===== src/rtl/hazard_ctrl_if.sv =====
// Hazard-control bus: decode, redirect and writeback inputs plus issue/stall/flush and status outputs.
interface hazard_ctrl_if;
    logic        id_valid;
    logic [4:0]  id_rs1;
    logic [4:0]  id_rs2;
    logic        id_rs1_use;
    logic        id_rs2_use;
    logic [4:0]  id_rd;
    logic        id_rd_wr;
    logic        ex_redirect;
    logic        wb_valid;
    logic [4:0]  wb_rd;
    logic        issue;
    logic        stall;
    logic        flush;
    logic [2:0]  pend_cnt;
    logic [1:0]  state;
    logic        sb_err;
    logic [15:0] stall_cycles;
    logic [15:0] flush_cycles;

    modport master (
        output id_valid, id_rs1, id_rs2, id_rs1_use, id_rs2_use, id_rd, id_rd_wr,
               ex_redirect, wb_valid, wb_rd,
        input  issue, stall, flush, pend_cnt, state, sb_err, stall_cycles, flush_cycles
    );

    modport slave (
        input  id_valid, id_rs1, id_rs2, id_rs1_use, id_rs2_use, id_rd, id_rd_wr,
               ex_redirect, wb_valid, wb_rd,
        output issue, stall, flush, pend_cnt, state, sb_err, stall_cycles, flush_cycles
    );
endinterface


===== src/rtl/hazard_ctrl.sv =====
// Register scoreboard and issue/stall/flush control for an in-order pipeline.
// Define HAZARD_CTRL_STATS_EN to enable the saturating stall/flush cycle counters.
module hazard_ctrl #(
    parameter int unsigned NREG      = 32,
    parameter int unsigned MAX_PEND  = 4,
    parameter int unsigned FLUSH_CYC = 2
) (
    input logic         clk,
    input logic         reset,
    hazard_ctrl_if.slave bus
);
    typedef enum logic [1:0] {RUN = 2'b00, STALL = 2'b01, FLUSH = 2'b10} stateT;

    stateT           state, stateNxt;
    logic [1:0]      bubble, bubbleNxt;
    logic [NREG-1:0] sb, sbEff, sbNxt;
    logic [2:0]      pendCnt;
    logic            sbErr;
    logic            block, issueO, stallO, flushO;
    logic            doSet, doClr, errHit;

    // Writeback retiring this cycle is visible to decode (write-first bypass).
    always_comb begin
        sbEff = sb;
        if (bus.wb_valid) sbEff[bus.wb_rd] = 1'b0;
    end

    always_comb begin
        block = (bus.id_rs1_use && bus.id_rs1 != 5'd0 && sbEff[bus.id_rs1])
             || (bus.id_rs2_use && bus.id_rs2 != 5'd0 && sbEff[bus.id_rs2])
             || (bus.id_rd_wr   && bus.id_rd  != 5'd0 && sbEff[bus.id_rd])
             || (bus.id_rd_wr   && bus.id_rd  != 5'd0 && pendCnt == 3'(MAX_PEND));
    end

    // Output process: all handshake outputs are held low while reset is asserted.
    always_comb begin
        flushO = 1'b0;
        issueO = 1'b0;
        stallO = 1'b0;
        if (reset) begin
            flushO = bus.ex_redirect || (state == FLUSH);
            issueO = bus.id_valid && !block && !flushO;
            stallO = bus.id_valid &&  block && !flushO;
        end
    end

    always_comb begin
        stateNxt  = state;
        bubbleNxt = bubble;
        unique case (state)
            RUN: begin
                if (bus.ex_redirect) begin
                    stateNxt  = FLUSH;
                    bubbleNxt = 2'(FLUSH_CYC - 1);
                end else if (stallO) begin
                    stateNxt = STALL;
                end
            end
            STALL: begin
                if (bus.ex_redirect) begin
                    stateNxt  = FLUSH;
                    bubbleNxt = 2'(FLUSH_CYC - 1);
                end else if (!stallO) begin
                    stateNxt = RUN;
                end
            end
            FLUSH: begin
                if (bus.ex_redirect) begin
                    bubbleNxt = 2'(FLUSH_CYC - 1);
                end else if (bubble == 2'd0) begin
                    stateNxt = RUN;
                end else begin
                    bubbleNxt = bubble - 2'd1;
                end
            end
            default: stateNxt = RUN;
        endcase
    end

    always_ff @(posedge clk or negedge reset) begin
        if (!reset) begin
            state  <= RUN;
            bubble <= '0;
        end else begin
            state  <= stateNxt;
            bubble <= bubbleNxt;
        end
    end

    assign doSet  = issueO && bus.id_rd_wr && bus.id_rd != 5'd0;
    assign doClr  = bus.wb_valid && sb[bus.wb_rd];
    assign errHit = bus.wb_valid && bus.wb_rd != 5'd0 && !sb[bus.wb_rd];

    // Set is applied after clear so a same-edge issue to the retiring register keeps it pending.
    always_comb begin
        sbNxt = sb;
        if (doClr) sbNxt[bus.wb_rd] = 1'b0;
        if (doSet) sbNxt[bus.id_rd] = 1'b1;
        sbNxt[0] = 1'b0;
    end

    always_ff @(posedge clk or negedge reset) begin
        if (!reset) begin
            sb      <= '0;
            pendCnt <= '0;
            sbErr   <= 1'b0;
        end else begin
            sb <= sbNxt;
            if (doSet && !doClr)      pendCnt <= pendCnt + 3'd1;
            else if (!doSet && doClr) pendCnt <= pendCnt - 3'd1;
            if (errHit) sbErr <= 1'b1;
        end
    end

`ifdef HAZARD_CTRL_STATS_EN
    logic [15:0] stallCnt, flushCnt;

    always_ff @(posedge clk or negedge reset) begin
        if (!reset) begin
            stallCnt <= '0;
            flushCnt <= '0;
        end else begin
            if (stallO && stallCnt != '1) stallCnt <= stallCnt + 16'd1;
            if (flushO && flushCnt != '1) flushCnt <= flushCnt + 16'd1;
        end
    end

    assign bus.stall_cycles = stallCnt;
    assign bus.flush_cycles = flushCnt;
`else
    assign bus.stall_cycles = '0;
    assign bus.flush_cycles = '0;
`endif

    assign bus.issue    = issueO;
    assign bus.stall    = stallO;
    assign bus.flush    = flushO;
    assign bus.pend_cnt = pendCnt;
    assign bus.state    = state;
    assign bus.sb_err   = sbErr;
endmodule


===== src/flat_wrapper.sv =====
// flat-port wrapper written by rule: the top's interface ports become plain ports
module hazard_ctrl_flat 
#(
    parameter int unsigned NREG      = 32,
    parameter int unsigned MAX_PEND  = 4,
    parameter int unsigned FLUSH_CYC = 2
)
  (clk, reset, bus_id_valid, bus_id_rs1, bus_id_rs2, bus_id_rs1_use, bus_id_rs2_use, bus_id_rd, bus_id_rd_wr, bus_ex_redirect, bus_wb_valid, bus_wb_rd, bus_issue, bus_stall, bus_flush, bus_pend_cnt, bus_state, bus_sb_err, bus_stall_cycles, bus_flush_cycles);
  hazard_ctrl_if bus_i ();
  input logic clk;
  input logic reset;
  input wire logic [$bits(bus_i.id_valid)-1:0] bus_id_valid;
  input wire logic [$bits(bus_i.id_rs1)-1:0] bus_id_rs1;
  input wire logic [$bits(bus_i.id_rs2)-1:0] bus_id_rs2;
  input wire logic [$bits(bus_i.id_rs1_use)-1:0] bus_id_rs1_use;
  input wire logic [$bits(bus_i.id_rs2_use)-1:0] bus_id_rs2_use;
  input wire logic [$bits(bus_i.id_rd)-1:0] bus_id_rd;
  input wire logic [$bits(bus_i.id_rd_wr)-1:0] bus_id_rd_wr;
  input wire logic [$bits(bus_i.ex_redirect)-1:0] bus_ex_redirect;
  input wire logic [$bits(bus_i.wb_valid)-1:0] bus_wb_valid;
  input wire logic [$bits(bus_i.wb_rd)-1:0] bus_wb_rd;
  output wire logic [$bits(bus_i.issue)-1:0] bus_issue;
  output wire logic [$bits(bus_i.stall)-1:0] bus_stall;
  output wire logic [$bits(bus_i.flush)-1:0] bus_flush;
  output wire logic [$bits(bus_i.pend_cnt)-1:0] bus_pend_cnt;
  output wire logic [$bits(bus_i.state)-1:0] bus_state;
  output wire logic [$bits(bus_i.sb_err)-1:0] bus_sb_err;
  output wire logic [$bits(bus_i.stall_cycles)-1:0] bus_stall_cycles;
  output wire logic [$bits(bus_i.flush_cycles)-1:0] bus_flush_cycles;
  assign bus_i.id_valid = bus_id_valid;
  assign bus_i.id_rs1 = bus_id_rs1;
  assign bus_i.id_rs2 = bus_id_rs2;
  assign bus_i.id_rs1_use = bus_id_rs1_use;
  assign bus_i.id_rs2_use = bus_id_rs2_use;
  assign bus_i.id_rd = bus_id_rd;
  assign bus_i.id_rd_wr = bus_id_rd_wr;
  assign bus_i.ex_redirect = bus_ex_redirect;
  assign bus_i.wb_valid = bus_wb_valid;
  assign bus_i.wb_rd = bus_wb_rd;
  assign bus_issue = bus_i.issue;
  assign bus_stall = bus_i.stall;
  assign bus_flush = bus_i.flush;
  assign bus_pend_cnt = bus_i.pend_cnt;
  assign bus_state = bus_i.state;
  assign bus_sb_err = bus_i.sb_err;
  assign bus_stall_cycles = bus_i.stall_cycles;
  assign bus_flush_cycles = bus_i.flush_cycles;
  hazard_ctrl #(.NREG(NREG), .MAX_PEND(MAX_PEND), .FLUSH_CYC(FLUSH_CYC)) u_core (.clk(clk), .reset(reset), .bus(bus_i));
endmodule

===== config.mk =====
export PLATFORM = sky130hd
export DESIGN_NAME = hazard_ctrl_flat
export DESIGN_NICKNAME = d
export VERILOG_FILES = /design/src/rtl/hazard_ctrl_if.sv /design/src/rtl/hazard_ctrl.sv /design/src/flat_wrapper.sv
export SDC_FILE = /design/constraint.sdc
export NUM_CORES = 1
export LEC_CHECK = 0
export ABC_AREA = 1
export CAP_MARGIN = 0
export CORE_ASPECT_RATIO = 1.5
export CORE_MARGIN = 2
export CORE_UTILIZATION = 24
export DETAILED_ROUTE_END_ITERATION = 7
export GPL_ROUTABILITY_DRIVEN = 0
export HOLD_SLACK_MARGIN = 0.03
export SLEW_MARGIN = 20
export SYNTH_ARGS = -nofsm -noshare
export SYNTH_HDL_FRONTEND = slang
export SYNTH_SLANG_ARGS = --single-unit

===== constraint.sdc =====
create_clock -name clk -period 3.4 [get_ports clk]
set_input_delay 0.68 -clock clk [delete_from_list [all_inputs] [get_ports clk]]
set_output_delay 0.68 -clock clk [all_outputs]
set_load 0.05 [all_outputs]

==> out/metrics.cfg <==
[synth]
ys_seq_area_share_pct=26.1
ys.flop_type=dfrtp_1
synth_edf_count=0
synth_cell_types=38
yosys.area.top_type=dfrtp_1
async_flop_share_pct=100
yosysTopAreaCellShare_pct=26.1
synth_area_mm2=0.00374
synth_area_per_cell_um2=6.15
yosysWarnings=0
ys_ff_latch=39
synthCells=607
synthTopCellsByArea=dfrtp_1, nand2_1, nand3_1, buf_4, nor2_1

[floorplanning]
io_pins=69
initial_utilization_pct=24.7
core-area_mm2=0.0151
fp.dieH_um=157
die_w_um=106
rows=55
dieArea_mm2=0.0166

[setup_path]
worstPathMaxFanout=3
worst_ep_arrival_time_ps=2560
crit_path_start_kind=input pin
crit_path_end_kind=output port
critPathRequiredTime_ps=2720
crit_type=input pin to output port

[power]
peakVddDrop_v=0.000351
total_power_w=0.00181
p_leak_nw=2.59
power_density_mw_per_mm2=350

[routing]
drt-initial-drc-count=263
ant_nets=0
drt-pass1-iter-count=5
viasPerCell=4.84
wl_per_cell_um=14.8
vias=4455
remaining_drc_errors=0
wirelength_um=13700

[clocking]
clock_latency_ps=290
cts_max_level=2
clockBufferDepth=2
cts_sinks=39
cts_root_buf=clkbuf_16
cts_hold_buf=0
cts_tree=yes
clkSlewWorstSetupHoldPaths_ps=60
cts_made_buffers=5

[timing]
fin_tns_setup_ps=0
hold_viol=0
slew_headroom_pct=65.9
finalMaxSlewViolations=0
tightest_slew_ps=512
fin_crit_ps=3240
fmax_ghz=0.308
finalCritPeriodShare_pct=95.4
skew_ps=4.45
setup_violations=0

[placement]
dp_hpwl_um=10900
placed_area_mm2=0.00475
io_buffers=36

[layout]
final_area_mm2=0.00519
drive_gt1_share_pct=24.8
syn_to_final_growth_pct=38.9
num_antenna_cells=0
fillers=1654
layout.nets=752

[global_routing]
grt_max_degree=41
gr-total-overflow=0
grt_antenna_before_repair=0
grt_pass1_wl_um=21600
grt_pass1_vias=4280
track_usage_pct=16.4

[job]
maxCapViolations=0

[worst_hold_path]
min_path_type=input pin to async pin

[status]
status=finished, final reports clean

-- per-stage QoR --
| step | hold slack (ps) | setup slack, ps | std cells | util, % |
|---|---|---|---|---|
| 4_1_cts | 504 | 6.31 | 915 | 33.2 |
| 6_report | 465 | 155 | 921 | 34.3 |
| 5_1_grt | 527 | -18.9 | 921 | 34.3 |
| 3_3_place_gp | 463 | -473 | 904 | 31.4 |
| 2_1_floorplan | 384 | 86.7 | 638 | - |
| 3_5_place_dp | 500 | -510 | 904 | 31.4 |
-- metal layers --
layer,track usage (%),share of wire (%),wire [µm],vias up
li1,-,-,-,2176
met1,17.6,37,5130,2020
met2,31.2,52,7150,205
met3,1.29,4.5,614,54
met4,9.46,5.7,782,0
met5,0,0,0,-
-- flip-flops by register name (all words and copies together) (netlist names) --
| name | flops |
|---|---|
| u_core.bus.pend_cnt | 3 |
| u_core.bus.state | 2 |
| u_core.bubble | 2 |
| u_core.sb | 31 |
| u_core.bus.sb_err | 1 |
-- what timing repair did --
item                       in CTS  in global routing
gates cloned                    0                  1
pin swaps                      14                 20
buffers inserted                3                  5
resized for setup              40                 51
setup endpoints to repair       4                  4
-- worst paths after layout --
check	from	to	slack [ps]	depth (start not counted)
worst max-delay path	bus_id_rs2[1]	bus_issue	160	11
worst min-delay path	reset	u_core.bubble[0]	460	2
worst max register to register	u_core.sb[20]	u_core.bus.pend_cnt[2]	900	11
worst min register to register	u_core.bubble[0]	u_core.bubble[0]	500	2
max in group asynchronous	reset	u_core.sb[2]	2570	2
min in group clk	u_core.bubble[0]	u_core.bubble[0]	500	2
-- critical path: stages --
cell             delay, ps
clkdlybuf4s50_1        500
or2_2                  350
o31ai_1                210
inv_1                   60
nand2_1                 60
nor2_1                  40
nand2_1                110
nand3_4                100
buf_6                  140
nor3_4                 150
buf_12                 160
-- Yosys cell counts, drive strengths merged, types with 2 or more instances --
cell type,instances
clkbuf,2
nor4,2
ha,2
nand4,36
o21ai,11
inv,48
nand2,201
a21oi,7
dfrtp,39
nand3,110
buf,47
nor2,74
nor3,7
a22oi,7
or2,2
a21boi,2
-- layout make-up --
type	instances	area, µm²	share of cell area, %
clock buffer	6	139	2.68
clock inverter	2	35.0	0.675
inverter	48	185	3.57
multi-input combinational	502	2530	48.7
sequential	39	976	18.8
tap	199	249	4.80
timing repair buffer	125	1080	20.7
-- report_power, final --
group	switching (W)	total (W)	leakage [nW]	internal, W
logic	0.000479	0.000719	1.98	0.000240
registers	0.0000399	0.000546	0.525	0.000506
clock network	0.000185	0.000550	0.0868	0.000365
total	0.000704	0.00181	2.59	0.00111
-- cell usage in the layout, fill, tap and decap left out, types with 6 or more instances in the layout --
| cell | netlist | routed |
|---|---|---|
| dfrtp_1 | 39 | 39 |
| inv_1 | 42 | 39 |
| nor2_2 | 7 | 7 |
| nand2_2 | 6 | 25 |
| nand3_1 | 108 | 103 |
| nor2_4 | 3 | 7 |
| nand2_1 | 195 | 174 |
| a22oi_1 | 7 | 7 |
| clkdlybuf4s50_1 | 0 | 18 |
| conb_1 | 1 | 32 |
| nand3_2 | 2 | 6 |
| nand4_1 | 36 | 36 |
| buf_4 | 34 | 80 |
| inv_2 | 6 | 7 |
| buf_6 | 3 | 7 |
| nor2_1 | 64 | 60 |
| dlymetal6s2s_1 | 0 | 7 |
-- cells by family after synthesis --
logic type | count (synthesis) | share of synthesized area (%)
AOI/OAI and AO/OA | 32 | 5.43
xor gates and xnor gates | 2 | 0.469
DFF | 39 | 26.1
buffers and inverters | 97 | 14.2
adders and majority gates | 3 | 1.21
other | 1 | 0.100
and+or+nand+nor | 432 | 52.2
muxes | 1 | 0.301
Note: power is estimated with default switching activity, not from simulation.
